$ cat src/rtl/icache_refill_packer.sv
// Packs refill beats into one icache line and writes it through RAM port B with a bit mask;
// forwards fetch reads to port A and stalls a read that hits the line being written.
module icache_refill_packer #(
  parameter int ADDR_WIDTH = 7,
  parameter int DATA_WIDTH = 256,
  parameter int BEAT_WIDTH = 64
) (
  input  logic                  clk_i,
  input  logic                  rst_i,
  input  logic                  refill_valid_i,
  output logic                  refill_ready_o,
  input  logic [ADDR_WIDTH-1:0] refill_addr_i,
  input  logic [BEAT_WIDTH-1:0] refill_data_i,
  input  logic                  refill_last_i,
  input  logic                  flush_i,
  input  logic                  rd_req_i,
  input  logic [ADDR_WIDTH-1:0] rd_addr_i,
  output logic                  rd_ready_o,
  output logic                  rd_valid_o,
  output logic [DATA_WIDTH-1:0] rd_data_o,
  output logic                  ram_cea_o,
  output logic [ADDR_WIDTH-1:0] ram_aa_o,
  input  logic [DATA_WIDTH-1:0] ram_qa_i,
  output logic                  ram_ceb_o,
  output logic [ADDR_WIDTH-1:0] ram_ab_o,
  output logic [DATA_WIDTH-1:0] ram_db_o,
  output logic [DATA_WIDTH-1:0] ram_bwb_o
);

  localparam int BEATS = DATA_WIDTH / BEAT_WIDTH;
  localparam int CNT_W = $clog2(BEATS);

  typedef enum logic [1:0] {IDLE, FILL, WRITE} state_t;

  state_t                  state;
  logic [CNT_W-1:0]        cnt;
  logic [DATA_WIDTH-1:0]   line_buf;
  logic [DATA_WIDTH-1:0]   line_mask;
  logic [ADDR_WIDTH-1:0]   line_addr;
  logic                    beat_acc;
  logic                    beat_end;

  assign refill_ready_o = (state != WRITE) && !flush_i;
  assign beat_acc       = refill_valid_i && refill_ready_o;
  assign beat_end       = refill_last_i || (cnt == CNT_W'(BEATS - 1));

  assign rd_ready_o = !((state == WRITE) && (rd_addr_i == line_addr));
  assign ram_cea_o  = rd_req_i && rd_ready_o;
  assign ram_aa_o   = rd_addr_i;
  assign rd_data_o  = ram_qa_i;

  // Line registers feed port B directly; ram_ceb_o qualifies them for exactly one cycle.
  assign ram_ab_o  = line_addr;
  assign ram_db_o  = line_buf;
  assign ram_bwb_o = line_mask;

  always_ff @(posedge clk_i or posedge rst_i) begin
    if (rst_i) begin
      state      <= IDLE;
      cnt        <= '0;
      line_buf   <= '0;
      line_mask  <= '0;
      line_addr  <= '0;
      ram_ceb_o  <= 1'b0;
      rd_valid_o <= 1'b0;
    end else begin
      rd_valid_o <= ram_cea_o;
      ram_ceb_o  <= 1'b0;
      case (state)
        IDLE, FILL: begin
          if ((state == FILL) && flush_i) begin
            state     <= IDLE;
            cnt       <= '0;
            line_buf  <= '0;
            line_mask <= '0;
          end else if (beat_acc) begin
            line_buf[BEAT_WIDTH*int'(cnt) +: BEAT_WIDTH]  <= refill_data_i;
            line_mask[BEAT_WIDTH*int'(cnt) +: BEAT_WIDTH] <= '1;
            if (state == IDLE) line_addr <= refill_addr_i;
            if (beat_end) begin
              state     <= WRITE;
              ram_ceb_o <= 1'b1;
            end else begin
              state <= FILL;
              cnt   <= cnt + 1'b1;
            end
          end
        end
        WRITE: begin
          // Clear after the write so the next (possibly partial) line starts with an empty mask.
          state     <= IDLE;
          cnt       <= '0;
          line_buf  <= '0;
          line_mask <= '0;
        end
        default: state <= IDLE;
      endcase
    end
  end

endmodule

$ cat config.mk
export PLATFORM = sky130hd
export DESIGN_NAME = icache_refill_packer
export DESIGN_NICKNAME = d
export VERILOG_FILES = /design/src/rtl/icache_refill_packer.sv
export SDC_FILE = /design/constraint.sdc
export NUM_CORES = 1
export LEC_CHECK = 0
export CORE_AREA = 2 2 444 446
export CTS_BUF_LIST = sky130_fd_sc_hd__clkbuf_8
export CTS_CLUSTER_DIAMETER = 120
export DETAILED_ROUTE_END_ITERATION = 16
export DIE_AREA = 0 0 446 448
export SYNTH_ARGS = -nofsm -noshare
export SYNTH_HDL_FRONTEND = slang
export SYNTH_SLANG_ARGS = --single-unit
$ cat constraint.sdc
create_clock -name clk_i -period 11.67 [get_ports clk_i]
set_input_delay 2.334 -clock clk_i [delete_from_list [all_inputs] [get_ports clk_i]]
set_output_delay 2.334 -clock clk_i [all_outputs]
set_load 0.05 [all_outputs]
# --- Word level (Yosys, flattened, before mapping) ---
# Cells that the tools add are included.
# Widths: inputs -> output; s select.
word_totals:
  ff_bits: 525
  inputBits: 340
  output_inout_bits: 787
  elab_cells: 54
classes:
  add_sub_neg: 2
  n_eq_ne: 7
  shift: 3
  n_mux: 20
  bitwise: 1
  reduce_logical: 14
ops:
  columns: ["operator", "count"]
  rows:
  - ["$mux 256", 4]
  - ["$pmux 256 s2", 2]
  - ["$bwmux 256", 2]
  - ["$shift 64x33->256 const A", 1]
  - ["$shiftx 64x33->256", 1]
  - ["$shiftx 64x33->256 const A", 1]
  - ["$neg 8->33", 1]
  - ["$mux 2", 7]
  - ["$eq 7x7->1", 1]
  - ["$ne 3x3->1 const B", 2]
  - ["$logic_and 1x1->1", 5]
  - ["$eq 2x2->1 const B", 2]
  - ["$mux 1", 4]
  - ["$pmux 2 s2", 1]
  - ["$reduce_and 4->1", 1]
  - ["$reduce_and 3->1", 1]
  - ["$add 2x1->2 const B", 1]
  - ["$eq 2x1->1 const B", 1]
  - ["$logic_not 1->1", 2]
  - ["$logic_not 2->1", 1]
  - ["$ne 2x2->1 const B", 1]
  - ["$reduce_and 2->1", 1]
  - ["$reduce_bool 2->1", 1]
  - ["$reduce_or 2->1", 1]
  - ["other kinds (2)", 2]

# --- Depth between registers and ports, before layout ---
logic_depth:
  depth_word: 6
  mapped_depth: 11
  ltp_nobuf: 5

# --- Least setup slack after synthesis ---
# Ideal clock, no wire load.
synth_path:
  path_kind: "input to output"
  startpoint: "input port rd_addr_i[3]"
  endpoint: "output port ram_cea_o"
  t_arrival_ns: 3.725
  t_required_ns: 9.336
  setup_slack_ns: 5.611
  cell_stages: 3
  path_cell_list: "xor2_1 nor4_1 a21boi_0"
synth_via:
  elab_chain_cells: 4
synth_rtl:
  columns: ["element", "line", "text"]
  rows:
  - ["start, declared", "17", "input logic [ADDR_WIDTH-1:0] rd_addr_i,"]
  - ["$eq 7x7->1", "47", "assign rd_ready_o = !((state == WRITE) && (rd_addr_i == line_addr));"]
  - ["$logic_and 1x1->1", "47", null]
  - ["$logic_not 1->1", "47", null]
  - ["$logic_and 1x1->1", "48", "assign ram_cea_o = rd_req_i && rd_ready_o;"]
  - ["end, declared", "21", "output logic ram_cea_o,"]
# Every way passes these cells.

# --- Worst setup path in the final report ---
layout_path:
  startpoint: "input port rd_addr_i[1]"
  endpoint: "output port rd_ready_o"
layout_via:
  elab_chain_cells: 3
layout_rtl:
  columns: ["element", "line", "text"]
  rows:
  - ["$eq 7x7->1", "47", null]
  - ["$logic_and 1x1->1", "47", null]
  - ["$logic_not 1->1", "47", null]
  - ["end, declared", "18", "output logic rd_ready_o,"]
# Every way passes these cells.

==> metrics.md <==
| Metric | Value |
|---|---|
| Ys flop type | `dfrtp_1` |
| Max_cap viols | `0` |
| Crit-path max FO | `2` |
| Number of synthesis warnings | `0` |
| IO Count | `1127` |
| Hold endpoint | `ram_db_o[99]$_DFFE_PP0P_` |
| HPWL after DPL | `79700 um` |
| Antenna violations before repair | `25` |
| # clock sinks | `273` |
| Syn Nets | `2000` |
| Via density | `3.07` |
| Post-CTS setup buffers | `0` |
| CTS tree | `yes` |
| Nets | `2015` |
| Remaining DRCs | `0` |
| Static Leak | `8.96 nW` |
| Hold path depth | `1` |
| Post-route core utilization | `12.3%` |
| Fraction of layout cells with a size suffix above 1 | `18.7%` |
| Port bufs | `around 610` |
| Fin. max-slew vios | `0` |
| FF+latch count, synth | `between 200 and 300` |
| Worst r2r dst | `ram_db_o[191]$_DFFE_PP0P_` |
| Critical Path RT | `about 9.3 ns` |
| Number of flops mapped to enable cells by yosys | `0` |
| Status | `finished clean` |
| CTS buffer count | `50` |
| Initial Util | `9.18%` |
| Worst-Margin Slew | `approximately 1.2 ns` |
| Fin. Hold Viols | `0` |
| Hold Crit Class | `reg -> reg` |
| Rows | `roughly 160` |
| Mapped Cells | `roughly 1700` |
| Worst hold slack | `0.501 ns` |
| Worst EP arrival | `5.12 ns` |
| Reg-to-reg slack, setup | `slightly above 7 ns` |
| Final setup fails | `0` |
| Global-route wire length before repair | `132000 um` |
| Netlist cell types | `38` |
| Area grow syn2layout | `34.6%` |
| Final setup margin | `around 4.2 ns` |
| WS Path Type | `in -> out` |
| Post-DRT Antenna Nets | `0` |
| Chip Height | `448 um` |
| Drt first pass iters | `5` |
| Fmax achieved | `134 MHz` |
| GRT overflow | `0` |
| H-tree levels | `2` |
| Setup crit end kind | `output pin` |
| Worst-Skew Late Latency | `between 0.7 and 0.8 ns` |
| Post-Syn Area per Cell | `10.8 um2` |
| Final Wtd Congestion | `0.744` |
| Minimum clock period | `7.46 ns` |
| Setup repair after global routing missed its margin | `no` |
| Worst Setup Start Kind | `primary input` |
| Largest net degree at the start of global routing | `151` |
| Routed WL | `approximately 100000 um` |
| Synth top area cells | `dfrtp_1 38%, buf_4 22%, mux2_4 8.4%, nor4_1 6.9%, mux2_2 6.4%` |
| Via Count | `between 10000 and 15000` |
| Async SR Flop Fraction | `between 90% and 100%` |
| Reg clk slew, reported paths | `0.07 ns` |
| Post-CTS Resized | `0` |
| Core area | `0.195 mm2` |
| Tot GR Track Use | `around a tenth` |
| PD cells | `243 mW/mm2` |
| Hold Startpoint | `ram_db_o[99]$_DFFE_PP0P_` |
| Clock Path Buffers | `3` |
| WL/cell | `24.5 um` |
| Crit share post-route | `63.9%` |
| Yosys top cell area share | `roughly two fifths` |
| VDD IR max | `approximately 0.00017 V` |
| Area of the mapped netlist | `approximately 0.018 mm2` |
| Pre-CTS setup slack | `4.02 ns` |
| Die area | `~0.2 mm2` |
| Reg-to-Reg Start | `cnt[0]$_DFFE_PP0P_` |
| Vias in the first global route | `12400` |
| Leading area contributor after synthesis | `dfrtp_1` |
| Root Driver | `clkbuf_8` |
| Filler cells | `roughly 22000` |
| Drt first-iter violations | `891` |
| Worst r2r path cells | `6` |
| Post-Route Setup TNS | `0 ns` |
| Setup Skew | `approximately 0.039 ns` |
| # hold bufs at CTS | `0` |
| Max_slew headroom | `21.1%` |
| DIE WIDTH | `between 400 and 500 um` |
| Sequential fraction of the synthesis area | `38.3%` |
through the flow:
| step | area (um2) | cells | total power, mW |
|---|---|---|---|
| 2_1_floorplan | 17900 | 1655 | 4.20 |
| 3_3_place_gp | 22800 | 4160 | 4.76 |
| 3_5_place_dp | 22800 | 4160 | 4.79 |
| 4_1_cts | 24000 | 4251 | 5.93 |
| 5_1_grt | 24000 | 4259 | 6.06 |
| 6_report | 24000 | 4260 | 5.84 |
power breakdown:
| part | total [mW] | switching [mW] | internal, mW |
|---|---|---|---|
| sequential | 1.25 | 0.190 | 1.06 |
| combinational | 3.49 | 2.43 | 1.06 |
| clock | 1.09 | 0.498 | 0.596 |
synth_stat cells, types with 2 or more instances:
master     instances
buf_4            522
dfrtp_1          273
nor4_1           198
nand3b_1         127
clkbuf_1         115
mux2_2           101
mux2_4           100
nand4b_1          65
a22o_1            61
buf_6             15
buf_2             14
nand3_1            7
xor2_1             7
ha_1               5
inv_1              4
o21ai_0            4
buf_1              3
nand2_1            3
nand2b_1           3
nor2_1             3
nor3_1             3
a21oi_1            2
a22oi_1            2
a2bb2oi_1          2
a311oi_4           2
o221a_2            2
sequential cells by signal, summed over array words and instances (netlist names):
| register | count |
|---|---|
| ram_db_o | 256 |
| cnt | 2 |
| ram_ab_o | 7 |
| state | 2 |
| ram_ceb_o | 1 |
| ram_bwb_o | 4 |
| rd_valid_o | 1 |
logic make-up after synthesis:
family / count (synthesis) / share of synthesized area [%]
AOI/OAI and AO/OA: 80 / 4.06
xor gates and xnor gates: 7 / 0.343
adders and majority gates: 5 / 0.350
buffers and inverters: 673 / 25.9
DFF: 273 / 38.3
muxes: 203 / 14.9
and+or+nand+nor: 414 / 16.2
worst max path at each step:
stage                              end          from
finish                      rd_ready_o  rd_addr_i[1]
detailed placement          rd_ready_o  rd_addr_i[1]
CTS                         rd_ready_o  rd_addr_i[1]
global placement            rd_ready_o  rd_addr_i[1]
floorplan           cnt[0]$_DFFE_PP0P_         rst_i
global route                rd_ready_o  rd_addr_i[1]
cells in the final DEF, fill, tap and decap left out, types with 4 or more instances in the layout:
| cell | Yosys | routed |
|---|---|---|
| nand3_1 | 7 | 7 |
| nand4b_1 | 65 | 65 |
| bufinv_16 | 0 | 6 |
| nand3b_1 | 127 | 127 |
| mux2_2 | 101 | 101 |
| xor2_1 | 7 | 7 |
| diode_2 | 0 | 9 |
| clkinv_2 | 0 | 6 |
| clkbuf_8 | 0 | 58 |
| clkdlybuf4s50_1 | 0 | 613 |
| nor4_1 | 198 | 198 |
| mux2_4 | 100 | 100 |
| clkinv_4 | 0 | 5 |
| ha_4 | 0 | 4 |
| inv_1 | 4 | 14 |
| dfrtp_1 | 273 | 269 |
| a22o_1 | 61 | 61 |
| o21ai_0 | 4 | 4 |
| buf_4 | 522 | 16 |
layer usage:
metal / wire length, um / track usage, %
met5: 147 / 0.265
met4: 6230 / 6.17
met3: 12900 / 5.09
met2: 49400 / 15.6
met1: 35700 / 10.2
layout make-up:
class / count / area (um2) / area share [%]
flip-flops and latches: 273 / 6840 / 28.5
multi-input cells: 709 / 6490 / 27.0
repair buffers: 632 / 6320 / 26.3
well taps: 2542 / 3180 / 13.2
clock buffers: 58 / 798 / 3.32
clock inverters: 33 / 352 / 1.46
inverters: 4 / 22.5 / 0.0938
diodes: 9 / 22.5 / 0.0938
worst max-delay path, stage by stage:
cell             delay [ns]
clkdlybuf4s50_1        0.53
xor2_1                 0.22
nor4_1                 0.73
nand2_1                0.32
clkdlybuf4s50_1        0.96
Power figures use the tool's default switching activity.
